[src/rtl/spi_byte_engine_pkg.sv]
// Shared types and constants for the SPI byte engine: FSM states, select patterns, default divider width.
package spi_pkg;

   localparam int unsigned DIVW_DEF = 4;
   localparam int unsigned BYTEW    = 8;
   localparam int unsigned BITCW    = 3;

   localparam logic [1:0] SS_DEV0 = 2'b10;
   localparam logic [1:0] SS_DEV1 = 2'b01;
   localparam logic [1:0] SS_NONE = 2'b11;

   typedef enum logic [2:0] {
      IDLE  = 3'd0,
      SETUP = 3'd1,
      HIGH  = 3'd2,
      LOW   = 3'd3,
      DONE  = 3'd4
   } state_t;

   // MISO line that belongs to the currently asserted select pattern.
   function automatic logic miso_pick(input logic [1:0] nss, input logic [2:0] miso);
      if (!nss[0])      return miso[0];
      else if (!nss[1]) return miso[1];
      else              return miso[2];
   endfunction

endpackage

[src/rtl/spi_byte_engine_if.sv]
// Command/response and SPI pin bundle between the ctrl-code decoder and the byte engine.
interface spi_byte_engine_if #(parameter int unsigned DIVW = spi_pkg::DIVW_DEF);
   logic            CMD_VALID;
   logic            CMD_READY;
   logic [7:0]      CMD_DATA;
   logic [1:0]      CMD_SS;
   logic            CMD_HOLD;
   logic [DIVW-1:0] DIV;
   logic            RX_VALID;
   logic [7:0]      RX_DATA;
   logic            BUSY;
   logic [2:0]      MISO;
   logic            MOSI;
   logic            SCK;
   logic [1:0]      nSS;

   modport master (
      output CMD_VALID, CMD_DATA, CMD_SS, CMD_HOLD, DIV, MISO,
      input  CMD_READY, RX_VALID, RX_DATA, BUSY, MOSI, SCK, nSS
   );

   modport slave (
      input  CMD_VALID, CMD_DATA, CMD_SS, CMD_HOLD, DIV, MISO,
      output CMD_READY, RX_VALID, RX_DATA, BUSY, MOSI, SCK, nSS
   );
endinterface

[src/rtl/spi_byte_engine_halfper.sv]
// Half-period down-counter: tick_c is high on the last cycle of each SCK half-period.
module spi_halfper #(
   parameter int unsigned W = 4
) (
   input  logic         clk,
   input  logic         rst,
   input  logic         start,
   input  logic         reload,
   input  logic [W-1:0] div,
   output logic         tick_c
);
   logic [W-1:0] div_l;
   logic [W-1:0] cnt;

   // start captures a new divider for the whole byte; reload restarts a phase with it
   always_ff @(posedge clk) begin
      if (rst) begin
         div_l <= '0;
         cnt   <= '0;
      end else if (start) begin
         div_l <= div;
         cnt   <= div;
      end else if (reload) begin
         cnt   <= div_l;
      end else if (cnt != '0) begin
         cnt   <= cnt - W'(1);
      end
   end

   assign tick_c = (cnt == '0);
endmodule

[src/rtl/spi_byte_engine.sv]
// SPI mode-0 byte sequencer: one command shifts a byte out on MOSI and captures the selected MISO.
// SPI_CLKDIV_EN enables the DIV-controlled half-period; otherwise every phase is one CLK cycle.
module spi_byte_engine
   import spi_pkg::*;
#(
   parameter int unsigned DIVW = DIVW_DEF
) (
   input  logic                CLK,
   input  logic                RST,
   spi_byte_engine_if.slave    bus
);
   state_t             state, state_d;
   logic [BYTEW-1:0]   sr, sr_d;
   logic [BITCW-1:0]   bit_cnt, bit_cnt_d;
   logic               hold_l, hold_d;
   logic               mosi, mosi_d;
   logic               sck, sck_d;
   logic [1:0]         nss, nss_d;
   logic               rx_valid, rx_valid_d;
   logic [BYTEW-1:0]   rx_data, rx_data_d;
   logic               ready, ready_d;
   logic               busy, busy_d;
   logic               accept_c;
   logic               reload_c;
   logic               tick_c;

`ifdef SPI_CLKDIV_EN
   spi_halfper #(.W(DIVW)) u_halfper (
      .clk    (CLK),
      .rst    (RST),
      .start  (accept_c),
      .reload (reload_c),
      .div    (bus.DIV),
      .tick_c (tick_c)
   );
`else
   logic unused_div;
   assign unused_div = ^{bus.DIV, reload_c};
   assign tick_c     = 1'b1;
`endif

   always_ff @(posedge CLK) begin
      if (RST) begin
         state    <= IDLE;
         sr       <= '0;
         bit_cnt  <= '0;
         hold_l   <= 1'b0;
         mosi     <= 1'b0;
         sck      <= 1'b0;
         nss      <= SS_NONE;
         rx_valid <= 1'b0;
         rx_data  <= '0;
         ready    <= 1'b1;
         busy     <= 1'b0;
      end else begin
         state    <= state_d;
         sr       <= sr_d;
         bit_cnt  <= bit_cnt_d;
         hold_l   <= hold_d;
         mosi     <= mosi_d;
         sck      <= sck_d;
         nss      <= nss_d;
         rx_valid <= rx_valid_d;
         rx_data  <= rx_data_d;
         ready    <= ready_d;
         busy     <= busy_d;
      end
   end

   always_comb begin
      state_d    = state;
      sr_d       = sr;
      bit_cnt_d  = bit_cnt;
      hold_d     = hold_l;
      mosi_d     = mosi;
      sck_d      = sck;
      nss_d      = nss;
      rx_valid_d = 1'b0;
      rx_data_d  = rx_data;
      reload_c   = 1'b0;
      accept_c   = bus.CMD_VALID && ready;

      unique case (state)
         IDLE, DONE: begin
            // DONE releases nSS on its way out, so a back-to-back accept keeps the select asserted
            if (state == DONE) begin
               state_d = IDLE;
               if (!hold_l) nss_d = SS_NONE;
            end
            if (accept_c) begin
               sr_d      = bus.CMD_DATA;
               hold_d    = bus.CMD_HOLD;
               nss_d     = bus.CMD_SS;
               mosi_d    = bus.CMD_DATA[7];
               sck_d     = 1'b0;
               bit_cnt_d = BITCW'(7);
               state_d   = SETUP;
            end
         end
         SETUP: begin
            if (tick_c) begin
               sck_d    = 1'b1;
               reload_c = 1'b1;
               state_d  = HIGH;
            end
         end
         HIGH: begin
            if (tick_c) begin
               sr_d     = {sr[BYTEW-2:0], miso_pick(nss, bus.MISO)};
               mosi_d   = sr[BYTEW-2];
               sck_d    = 1'b0;
               reload_c = 1'b1;
               state_d  = LOW;
            end
         end
         LOW: begin
            if (tick_c) begin
               if (bit_cnt == '0) begin
                  rx_data_d  = sr;
                  rx_valid_d = 1'b1;
                  mosi_d     = 1'b0;
                  state_d    = DONE;
               end else begin
                  sck_d     = 1'b1;
                  bit_cnt_d = bit_cnt - BITCW'(1);
                  reload_c  = 1'b1;
                  state_d   = HIGH;
               end
            end
         end
         default: state_d = IDLE;
      endcase

      ready_d = (state_d == IDLE) || (state_d == DONE);
      busy_d  = !ready_d;
   end

   assign bus.CMD_READY = ready;
   assign bus.BUSY      = busy;
   assign bus.RX_VALID  = rx_valid;
   assign bus.RX_DATA   = rx_data;
   assign bus.MOSI      = mosi;
   assign bus.SCK       = sck;
   assign bus.nSS       = nss;
endmodule
[src/flat_wrapper.sv]
// flat-port wrapper written by rule: the top's interface ports become plain ports
module spi_byte_engine_flat import spi_pkg::*;
#(
   parameter int unsigned DIVW = DIVW_DEF
)
  (CLK, RST, bus_CMD_VALID, bus_CMD_DATA, bus_CMD_SS, bus_CMD_HOLD, bus_DIV, bus_MISO, bus_CMD_READY, bus_RX_VALID, bus_RX_DATA, bus_BUSY, bus_MOSI, bus_SCK, bus_nSS);
  spi_byte_engine_if #(.DIVW(DIVW)) bus_i ();
  input  logic CLK;
  input  logic RST;
  input wire logic [$bits(bus_i.CMD_VALID)-1:0] bus_CMD_VALID;
  input wire logic [$bits(bus_i.CMD_DATA)-1:0] bus_CMD_DATA;
  input wire logic [$bits(bus_i.CMD_SS)-1:0] bus_CMD_SS;
  input wire logic [$bits(bus_i.CMD_HOLD)-1:0] bus_CMD_HOLD;
  input wire logic [$bits(bus_i.DIV)-1:0] bus_DIV;
  input wire logic [$bits(bus_i.MISO)-1:0] bus_MISO;
  output wire logic [$bits(bus_i.CMD_READY)-1:0] bus_CMD_READY;
  output wire logic [$bits(bus_i.RX_VALID)-1:0] bus_RX_VALID;
  output wire logic [$bits(bus_i.RX_DATA)-1:0] bus_RX_DATA;
  output wire logic [$bits(bus_i.BUSY)-1:0] bus_BUSY;
  output wire logic [$bits(bus_i.MOSI)-1:0] bus_MOSI;
  output wire logic [$bits(bus_i.SCK)-1:0] bus_SCK;
  output wire logic [$bits(bus_i.nSS)-1:0] bus_nSS;
  assign bus_i.CMD_VALID = bus_CMD_VALID;
  assign bus_i.CMD_DATA = bus_CMD_DATA;
  assign bus_i.CMD_SS = bus_CMD_SS;
  assign bus_i.CMD_HOLD = bus_CMD_HOLD;
  assign bus_i.DIV = bus_DIV;
  assign bus_i.MISO = bus_MISO;
  assign bus_CMD_READY = bus_i.CMD_READY;
  assign bus_RX_VALID = bus_i.RX_VALID;
  assign bus_RX_DATA = bus_i.RX_DATA;
  assign bus_BUSY = bus_i.BUSY;
  assign bus_MOSI = bus_i.MOSI;
  assign bus_SCK = bus_i.SCK;
  assign bus_nSS = bus_i.nSS;
  spi_byte_engine #(.DIVW(DIVW)) u_core (.CLK(CLK), .RST(RST), .bus(bus_i));
endmodule
[config.mk]
export PLATFORM = sky130hd
export DESIGN_NAME = spi_byte_engine_flat
export DESIGN_NICKNAME = d
export VERILOG_FILES = /design/src/rtl/spi_byte_engine_pkg.sv /design/src/rtl/spi_byte_engine_if.sv /design/src/rtl/spi_byte_engine_halfper.sv /design/src/rtl/spi_byte_engine.sv /design/src/flat_wrapper.sv
export SDC_FILE = /design/constraint.sdc
export NUM_CORES = 1
export LEC_CHECK = 0
export ABC_AREA = 1
export BUFFER_PORTS_ARGS = -buffer_cell sky130_fd_sc_hd__buf_2
export CAP_MARGIN = 30
export CORE_MARGIN = 4
export CORE_UTILIZATION = 50
export CTS_CLUSTER_DIAMETER = 150
export DETAILED_ROUTE_END_ITERATION = 8
export PLACE_DENSITY = 0.77
export SYNTH_ARGS = -nofsm -noshare
export SYNTH_HDL_FRONTEND = slang
export SYNTH_SLANG_ARGS = --single-unit
export TNS_END_PERCENT = 30
[constraint.sdc]
create_clock -name CLK -period 2 [get_ports CLK]
set_clock_uncertainty 0.15 [all_clocks]
set_input_delay 0.1 -clock CLK [delete_from_list [all_inputs] [get_ports CLK]]
set_output_delay 0.1 -clock CLK [all_outputs]
set_load 0.05 [all_outputs]
# Word-level counts from Yosys, hierarchy flattened

Index checks and enable logic that the tools add are counted.

Bits in registers: 30
Output and inout bits: 15
Word-level logic and storage cells: 63
Input bits: 21

Muxes and demuxes: 21
Bitwise logic cells: 1
Add/sub/neg operators: 1
Equality and inequality tests: 9
Reduce and logical (&&, ||, !) cells: 20

Operator list:

| kind                  | number |
|---|---|
| $pmux W8 S2           | 1 |
| $mux W3               | 5 |
| $pmux W3 S4           | 1 |
| $reduce_and A3 Y1     | 4 |
| $logic_not A3 Y1      | 3 |
| $mux W8               | 1 |
| $mux W1               | 7 |
| $eq A3 B2 Y1 const B  | 2 |
| $eq A3 B3 Y1 const B  | 2 |
| $mux W2               | 3 |
| $pmux W3 S2           | 1 |
| $reduce_and A2 Y1     | 3 |
| $reduce_bool A2 Y1    | 3 |
| $ne A2 B1 Y1 const B  | 2 |
| $ne A2 B2 Y1 const B  | 2 |
| $pmux W1 S4           | 1 |
| $reduce_bool A4 Y1    | 1 |
| $reduce_or A2 Y1      | 2 |
| $eq A3 B1 Y1 const B  | 1 |
| $pmux W1 S3           | 1 |
| $reduce_bool A3 Y1    | 1 |
| $sub A3 B1 Y3 const B | 1 |
| $logic_and A1 B1 Y1   | 1 |
| $logic_not A1 Y1      | 1 |
| other kinds (2)       | 2 |

# Longest topological paths before layout

Gate-level depths: netlist of run 1.

Depth after elaboration: 7
Mapped depth: 9
Depth with buffers taken out: 9

# Worst setup path before layout of run 1

No wires, ideal clock.

Path type: register -> register
Start point: reg u_core.ready (netlist: u_core.bus.CMD_READY)
End point: reg u_core.sr[0]
Required time: 1.779 ns
Cell stages (with the launch flop): 8
Library setup time: 0.071 ns
Data arrival time: 1.310 ns
Buffers on the path: 1
Clock period less this slack: 1.530 ns
Path slack: 0.470 ns
Cell sequence: dfxtp_1 nand2_1 inv_1 nand2_2 buf_4 o21ai_1 nand2_1 a21oi_1

Word-level cells in the longest chain between the ends: 3

Ends and longest elaborated chain:

| element                     | line                  | RTL |
|---|---|---|
| from (decl)                 | spi_byte_engine.sv:21 | `logic ready, ready_d;` |
| from (signal assigned)      | spi_byte_engine.sv:65 | `ready <= ready_d;` |
| $logic_and A1 B1 Y1         | spi_byte_engine.sv:81 | `accept_c = bus.CMD_VALID && ready;` |
| $ne A2 B1 Y1 (no line)      | n/a                   |  |
| $reduce_and A2 Y1 (no line) | n/a                   |  |
| to (signal assigned)        | spi_byte_engine.sv:57 | `sr <= sr_d;` |
| to (decl)                   | spi_byte_engine.sv:13 | `logic [BYTEW-1:0] sr, sr_d;` |

No other way between the ends.
A chain may end at the register's enable or synchronous reset.

# Final worst setup path of run 1

Start point: reg u_core.bit_cnt[0]
End point: reg u_core.rx_data[1] (netlist: u_core.bus.RX_DATA[1])

Word-level cells in the longest chain between the ends: 2

Ends and longest elaborated chain:

| element                     | line                   | RTL |
|---|---|---|
| from (decl)                 | spi_byte_engine.sv:14  | `logic [BITCW-1:0] bit_cnt, bit_cnt_d;` |
| from (signal assigned)      | spi_byte_engine.sv:58  | `bit_cnt <= bit_cnt_d;` |
| $logic_not A3 Y1            | spi_byte_engine.sv:118 | `if (bit_cnt == '0) begin` |
| $reduce_and A2 Y1 (no line) | n/a                    |  |
| to (signal assigned)        | spi_byte_engine.sv:64  | `rx_data <= rx_data_d;` |
| to (decl)                   | spi_byte_engine.sv:20  | `logic [BYTEW-1:0] rx_data, rx_data_d;` |

No other way between the ends.

==> impl_summary.log, run 1 <==
INFO  metric crit_chain = inv_1 -> ha_1 -> ha_1 -> nand2_2 -> inv_2 -> nor2_1 -> nor2_1
INFO  metric grt_use_met1 = 20.1%
INFO  metric ant_nets = 0
INFO  metric clock_tree.htree_level_count = 2
INFO  metric netlist.top_cell.by_area = sky130_fd_sc_hd__dfxtp_1
INFO  metric seq_area_frac_synth = 46.4%
INFO  metric die_area = 0.00347 mm^2
INFO  metric drt_first_iter_violations = 26
INFO  metric cellPowerDensity = 919 mW/mm^2
INFO  metric placement.setup.worst_slack = 0.371 ns
INFO  metric rows = 18
INFO  metric initial_antenna_violation_count = 0
INFO  metric crit_slowest_cell = sky130_fd_sc_hd__dfxtp_1
INFO  metric layout_worst_path_cycle_share = 83.1%
INFO  metric cts.reportedPaths.clkPinSlew = 0.09 ns
INFO  metric drt-wirelength-per-cell = 10.3 um
INFO  metric total_power = 1.51 mW
INFO  metric gr-max-usage-layer = met2
INFO  metric ctsRootBufferMaster = sky130_fd_sc_hd__clkbuf_4
INFO  metric via_count_of_the_first_global_routing_pass = 1217
INFO  metric port-buffer-count = 31
INFO  metric wl = 2.72 mm
INFO  metric cell_with_the_most_instances_after_synthesis = sky130_fd_sc_hd__nand2_1
INFO  metric grt_overflow = 0
INFO  metric nets = 256
INFO  metric cts_sinks = 30
INFO  metric grtUsageMet2 = 33.0%
INFO  metric clkLatencyLatePin = 0.32 ns
INFO  metric tritoncts.num_buffers = 5
INFO  metric post-dp-hpwl = 1.89 mm
INFO  metric yosys_register_bits = 30
INFO  metric post_route_cells_drive_above_1_share = 20.5%
INFO  metric syn2layout_area_growth = 26.8%
INFO  metric postSynthAreaPerCell = 6.93 um^2
INFO  metric run_status = complete, no violations
INFO  metric critical_path.reg2reg.startpoint = u_core.bit_cnt[0]
INFO  metric worstHoldPathType = input pin to flop
INFO  metric most_used_standard_cells_in_the_synthesized_netlist = 44 x sky130_fd_sc_hd__nand2_1, 40 x sky130_fd_sc_hd__nor2_1, 30 x sky130_fd_sc_hd__dfxtp_1, 26 x sky130_fd_sc_hd__inv_1, 9 x sky130_fd_sc_hd__o21ai_1
INFO  metric detailed_place.area = 0.00146 mm^2
INFO  metric placed_instances = 244
INFO  metric layout.core_utilization = 66.3%
INFO  metric drt-vias-per-instance = 4.68
INFO  metric clock_path_buffers = 2
INFO  metric critical_path_sink_type = flop
INFO  metric synthesis.instances = 187
INFO  metric synthTopCellsByArea = sky130_fd_sc_hd__dfxtp_1 46%, sky130_fd_sc_hd__nand2_1 13%, sky130_fd_sc_hd__nor2_1 12%
INFO  metric grt_util_all_layers = 18.5%
INFO  metric min_path_cells = 7
INFO  metric synthesis.nets = 210
INFO  metric post_cts.repair.setup_buffers = 0
INFO  metric antenna_fix_cells = 0
INFO  metric drt_first_pass_iters = 4
INFO  metric initial_utilization = 52.3%
INFO  metric placeableCoreArea = 0.00248 mm^2
INFO  metric tritoncts = built
INFO  metric max-slew-margin-rel = 65.3%
INFO  metric synthDistinctLibCells = 21
INFO  metric worst_path_largest_cell_delay = 0.37 ns
INFO  metric fp.dieW = 58.9 um
INFO  metric timing.final.hold_violations = 0
INFO  metric synthesis.area = 0.00129 mm^2
INFO  metric finalInstanceArea = 0.00164 mm^2
INFO  metric worstMarginPinSlew = 0.520 ns
INFO  metric finalSetupTns = 0 ns
INFO  metric fin_ws = 0.338 ns
INFO  metric r2r_end = u_core.bus.RX_DATA[1]
INFO  metric gp_routability_congestion = 0.763
INFO  metric grt.met3_usage = 5.04%
INFO  metric rr_worst_depth = 7
INFO  metric yosys.area.top_type_share = 46.4%
INFO  metric synth-main-ff-cell = sky130_fd_sc_hd__dfxtp_1
INFO  metric critical_path_required = 2.07 ns
INFO  metric drcViolationCount = 0
INFO  metric r2r_slack = 0.34 ns
INFO  metric final-setup-viol-count = 0
INFO  metric maxCapViolations = 0
INFO  metric cp_data_arrival_time = 1.74 ns
INFO  metric hold_path.startpoint = bus_MISO[1]
INFO  metric wire_length_of_the_first_global_routing_pass = 4.89 mm
INFO  metric synth-warning-count = 0
INFO  metric setup.worst_path.class = flop to flop
INFO  metric timing.hold.worst_endpoint = u_core.sr[0]
INFO  metric worst-path-max-fanout = 12
INFO  metric grt_max_degree = 19
INFO  metric p_leak = 0.849 nW
INFO  metric asyncSetResetFlopFracSynth = 0%
INFO  metric boundaryPins = 36
INFO  metric dr_total_vias = 1236
INFO  metric synth-edff-count = 0
INFO  metric fmax = 0.602 GHz
INFO  metric fin_cells = 264
INFO  metric critical_path.startpoint_type = flop
INFO  metric worst_hold_slack = 0.0494 ns
INFO  metric y_dimension_of_the_die = 58.9 um
INFO  metric grt_setup_unrepaired = no
INFO  metric slew_viol_final = 0
INFO  metric maximum_vdd_ir_drop = 0.534 mV
INFO  metric post-route-min-period = 1.66 ns
worst max-delay path, delay by kind of cell (launching register included):
kind	cells	cell delay, ns
simple gates	3	0.43
fa+ha+maj	2	0.41
buf+inv	2	0.19
flops	1	0.37
worst max path at each step:
stage	startpoint	to	cells after the start
floorplan	u_core.bus.CMD_READY	u_core.sr[0]	7
global placement	u_core.bit_cnt[0]	u_core.bus.RX_DATA[0]	7
detailed placement	u_core.bit_cnt[0]	u_core.bus.RX_DATA[4]	7
CTS	u_core.bit_cnt[0]	u_core.bus.RX_DATA[2]	7
global route	u_core.bit_cnt[0]	u_core.bus.RX_DATA[0]	7
finish	u_core.bit_cnt[0]	u_core.bus.RX_DATA[1]	7
registers in the layout, indices dropped and copies added, names as in the netlist:
signal and cells:
u_core.bus.RX_DATA 8, u_core.bus.RX_VALID 1, u_core.bit_cnt 3, u_core.sr 8, u_core.bus.MOSI 1, u_core.bus.nSS 2, u_core.bus.SCK 1, u_core.bus.CMD_READY 1
u_core.bus.BUSY 1, u_core.hold_l 1, u_core.state 3
final cells by class:
class                   instances  area [um^2]
flip-flops and latches         30          601
multi-input cells             125          563
inverters                      28          105
clock buffers                   7         55.1
well taps                      30         37.5
repair buffers                 43          275
fillers                       242          836
clock inverters                 1         5.00
placed cells by master (no fill, tap or decap):
cell                            count
sky130_fd_sc_hd__a21oi_1            6
sky130_fd_sc_hd__a311oi_1           1
sky130_fd_sc_hd__buf_2             31
sky130_fd_sc_hd__clkbuf_1           1
sky130_fd_sc_hd__clkbuf_4           5
sky130_fd_sc_hd__clkbuf_8           1
sky130_fd_sc_hd__clkinv_2           1
sky130_fd_sc_hd__dfxtp_1           30
sky130_fd_sc_hd__dlygate4sd3_1     12
sky130_fd_sc_hd__ha_1               2
sky130_fd_sc_hd__inv_1             26
sky130_fd_sc_hd__inv_2              2
sky130_fd_sc_hd__nand2_1           44
sky130_fd_sc_hd__nand2_2            5
sky130_fd_sc_hd__nand3_1            7
sky130_fd_sc_hd__nand3_2            1
sky130_fd_sc_hd__nor2_1            40
sky130_fd_sc_hd__nor2_2             1
sky130_fd_sc_hd__nor2_4             1
sky130_fd_sc_hd__nor3_1             1
sky130_fd_sc_hd__o21a_1             1
sky130_fd_sc_hd__o21ai_0            4
sky130_fd_sc_hd__o21ai_1            9
sky130_fd_sc_hd__o22ai_1            2
cells by family (layout without fill, tap and decap cells):
family / after synthesis / in the layout / synth area share, %
flops: 30 / 30 / 46.4
compound gates: 23 / 23 / 9.57
buf+inv: 32 / 79 / 10.1
simple gates: 100 / 100 / 32.0
fa+ha+maj: 2 / 2 / 1.93
layer usage:
metal	wire length, um	vias up
met5	0	-
met4	37	0
met3	181	5
met2	1300	36
met1	1200	529
li1	-	666
power breakdown:
part / internal, mW / leakage (nW) / switching, mW
Sequential: 0.669 / 0.246 / 0.0458
Clock: 0.170 / 0.0353 / 0.194
Combinational: 0.142 / 0.568 / 0.287
timing repair:
| item | in CTS | in global routing |
|---|---|---|
| endpoints found under the hold margin | 17 | 0 |
| hold buffers | 12 | 0 |
| gates resized for setup | 0 | 0 |
No activity file was read; power rests on OpenSTA's default activity.
==> run 2, diff against run 1 <==
--- a/config.mk
+++ b/config.mk
@@ -8,11 +8,12 @@
 export ABC_AREA = 1
 export BUFFER_PORTS_ARGS = -buffer_cell sky130_fd_sc_hd__buf_2
 export CAP_MARGIN = 30
+export CORE_ASPECT_RATIO = 0.5
 export CORE_MARGIN = 4
-export CORE_UTILIZATION = 50
+export CORE_UTILIZATION = 45
 export CTS_CLUSTER_DIAMETER = 150
 export DETAILED_ROUTE_END_ITERATION = 8
-export PLACE_DENSITY = 0.77
+export PLACE_DENSITY = 0.73
 export SYNTH_ARGS = -nofsm -noshare
 export SYNTH_HDL_FRONTEND = slang
 export SYNTH_SLANG_ARGS = --single-unit
==> constraint.sdc (replaced) <==
create_clock -name CLK -period 1.5 [get_ports CLK]
set_clock_uncertainty 0.15 [all_clocks]
set_input_delay 0.075 -clock CLK [delete_from_list [all_inputs] [get_ports CLK]]
set_output_delay 0.075 -clock CLK [all_outputs]
set_load 0.05 [all_outputs]
==> impl_summary.log, run 2 (synthesis results as in run 1) <==
INFO  metric ctsRootBufferMaster = sky130_fd_sc_hd__clkbuf_8
INFO  metric boundaryPins = 36 (unchanged)
INFO  metric cpLargestDelayFamily = buffers and inverters
INFO  metric fp.dieW = 83.9 um (+42%)
INFO  metric timing.final.hold_violations = 0 (unchanged)
INFO  metric wire_length_of_the_first_global_routing_pass = 4.76 mm (-2.5%)
INFO  metric worstHoldPathType = input pin to flop
INFO  metric placement.setup.worst_slack = 0.0131 ns (-0.358 ns)
INFO  metric initial_antenna_violation_count = 0 (unchanged)
INFO  metric initial_utilization = 48.5% (-3.7 points)
INFO  metric maximum_vdd_ir_drop = 0.778 mV (+46%)
INFO  metric combinational_share_of_power = 27.1% (-1.3 points)
INFO  metric clock_path_buffers = 2 (unchanged)
INFO  metric critical_path_required = 1.58 ns (-0.49 ns)
INFO  metric setup.worst_path.class = input pin to flop
INFO  metric post_route_cells_drive_above_1_share = 25.4% (+4.9 points)
INFO  metric rows = 13 (-5)
INFO  metric cts.reportedPaths.clkPinSlew = 0.07 ns (-0.02 ns)
INFO  metric via_count_of_the_first_global_routing_pass = 1112 (-8.6%)
INFO  metric grt_util_all_layers = 16.6% (-1.9 points)
INFO  metric total_of_fill_cells_in_the_finished_design = 234 (-3.3%)
INFO  metric net-switching-power = 0.773 mW (+47%)
INFO  metric worstMarginPinSlew = 0.385 ns (-0.135 ns)
INFO  metric port-buffer-count = 31 (unchanged)
INFO  metric min_path_cells = 7 (unchanged)
INFO  metric critical_path.reg2reg.startpoint = u_core.bit_cnt[0]
INFO  metric fin_ws = 0.0801 ns (-0.258 ns)
INFO  metric y_dimension_of_the_die = 45.9 um (-22%)
INFO  metric nets = 262 (+2.3%)
INFO  metric worst_path_largest_cell_delay = 0.53 ns (+0.16 ns)
INFO  metric dr_total_vias = 1250 (+1.1%)
INFO  metric clkLatencyLatePin = 0.29 ns (-0.03 ns)
INFO  metric highest_count_cells_in_the_layout_ignoring_fill_and_taps = 43 x sky130_fd_sc_hd__nand2_1, 39 x sky130_fd_sc_hd__nor2_1, 31 x sky130_fd_sc_hd__buf_2, 27 x sky130_fd_sc_hd__dfxtp_1, 26 x sky130_fd_sc_hd__inv_1
INFO  metric post-route-min-period = 1.42 ns
INFO  metric placeableCoreArea = 0.00267 mm^2 (+7.7%)
INFO  metric hold_path.startpoint = bus_MISO[1]
INFO  metric clockPowerShare = 30.1% (+5.9 points)
INFO  metric cts_sinks = 30 (unchanged)
INFO  metric drcViolationCount = 0 (unchanged)
INFO  metric maxCapViolations = 0 (unchanged)
INFO  metric tritoncts.num_buffers = 5 (unchanged)
INFO  metric p_leak = 0.896 nW (+5.5%)
INFO  metric ant_nets = 0 (unchanged)
INFO  metric worst-path-stages = 6 (-1)
INFO  metric final_common_cell = sky130_fd_sc_hd__nand2_1
INFO  metric run_status = complete, no violations
INFO  metric rr_worst_depth = 8 (+1)
INFO  metric multi_input_logic_area = 576 um^2 (+2.2%)
INFO  metric die_area = 0.00385 mm^2 (+11%)
INFO  metric fmax = 0.704 GHz
INFO  metric drt-wirelength-per-cell = 10.5 um (+1.9%)
INFO  metric syn2layout_area_growth = 34.9%
INFO  metric final-setup-viol-count = 0 (unchanged)
INFO  metric layout_worst_path_cycle_share = 94.7%
INFO  metric max-slew-margin-rel = 74.3% (+9.0 points)
INFO  metric sequentialPowerShare = 42.8% (-4.6 points)
INFO  metric p_int = 1.48 mW (+50%)
INFO  metric drt-vias-per-instance = 4.51 (-3.6%)
INFO  metric antenna_fix_cells = 0 (unchanged)
INFO  metric drt_first_iter_violations = 51 (+96%)
INFO  metric post-dp-hpwl = 2.00 mm (+5.8%)
INFO  metric cp_data_arrival_time = 1.50 ns (-0.24 ns)
INFO  metric crit_path_start = RST
INFO  metric power_switching_share = 34.4% (-0.60 points)
INFO  metric slew_viol_final = 0 (unchanged)
INFO  metric grt_max_degree = 13 (-6)
INFO  metric wl = 2.90 mm (+6.9%)
INFO  metric gp_routability_congestion = 0.824 (+7.9%)
INFO  metric critical_path.startpoint_type = input pin
INFO  metric clock_tree.htree_level_count = 2 (unchanged)
INFO  metric final-seq-area = 604 um^2 (+0.63%)
INFO  metric grt_overflow = 0 (unchanged)
INFO  metric grt_setup_unrepaired = yes
INFO  metric critical_path_buf_inv_count = 4 (+2)
INFO  metric crit_slowest_cell = sky130_fd_sc_hd__dlygate4sd3_1
INFO  metric worst-path-max-fanout = 12 (unchanged)
INFO  metric cellPowerDensity = 1290 mW/mm^2 (+40%)
INFO  metric critical_path_sink_type = flop
INFO  metric crit_chain = dlygate4sd3_1 -> buf_2 -> inv_1 -> buf_4 -> o21ai_1 -> nor2_1
INFO  metric drt_first_pass_iters = 4 (unchanged)
INFO  metric tritoncts = built
INFO  metric layout.core_utilization = 65.5% (-0.78 points)
INFO  metric total_power = 2.25 mW (+49%)
[run 2: cell count changes in the layout (fill, tap and decap cells not counted), sizes merged]
cell	delta
clkinvlp	+1
clkbuf	-1
buf	+6
[run 2: layer usage]
metal	vias to the layer above	global-route usage, %	wire length [um]
met5	-	0	0
met4	0	7.69	31
met3	3	7.04	202
met2	32	29.5	1330
met1	541	17.8	1340
li1	674	-	-
[run 2: worst paths after layout]
kind / to / slack, ns
worst max register to register: u_core.bit_cnt[2] / 0.09
worst min register to register: u_core.bus.RX_DATA[2] / 0.32
worst min-delay path: u_core.sr[0] / 0.08
worst max-delay path: u_core.bus.RX_DATA[7] / 0.08
[run 2: timing repair]
item                                    4_1_cts  5_1_grt
hold buffers                                 12        0
pin swaps                                     0        0
setup buffers                                 0        1
hold endpoints to repair                     17        0
endpoints found under the setup margin        1       21
gates resized for setup                       1        5
[run 2: per-stage QoR]
stage	setup TNS [ns]	hold slack (ns)	cell area, um^2	cells
2_1_floorplan	0	0.0606	1300	187
3_3_place_gp	0	0.154	1510	256
3_5_place_dp	0	0.159	1510	256
4_1_cts	0	0.0770	1730	276
5_1_grt	-0.0429	0.139	1750	277
6_report	0	0.0822	1750	277
[run 2: worst min-delay path, delay by kind of cell]
kind	cells	cell delay, ns
AND/OR/NAND/NOR	4	0.22
buffers and inverters	2	0.14
AO/OA/AOI/OAI	1	0.05
[run 2: final cells by class]
cell class / instances / share of cell area [%]
sequential: 30 / 34.6
multi-input combinational: 125 / 33.0
clock buffer: 6 / 4.73
timing repair buffer: 49 / 18.3
tap: 37 / 2.65
clock inverter: 2 / 0.716
inverter: 28 / 6.02
[run 2: power by group through the flow]
| stage | sequential, mW | clock (mW) | combinational (mW) |
|---|---|---|---|
| final | 0.962 | 0.676 | 0.610 |
| after global routing | 0.973 | 0.725 | 0.688 |
| after CTS | 0.961 | 0.689 | 0.592 |
| after detailed placement | 0.976 | 0 | 0.565 |
| after global placement | 0.972 | 0 | 0.552 |
| after floorplan | 1.08 | 0 | 0.319 |
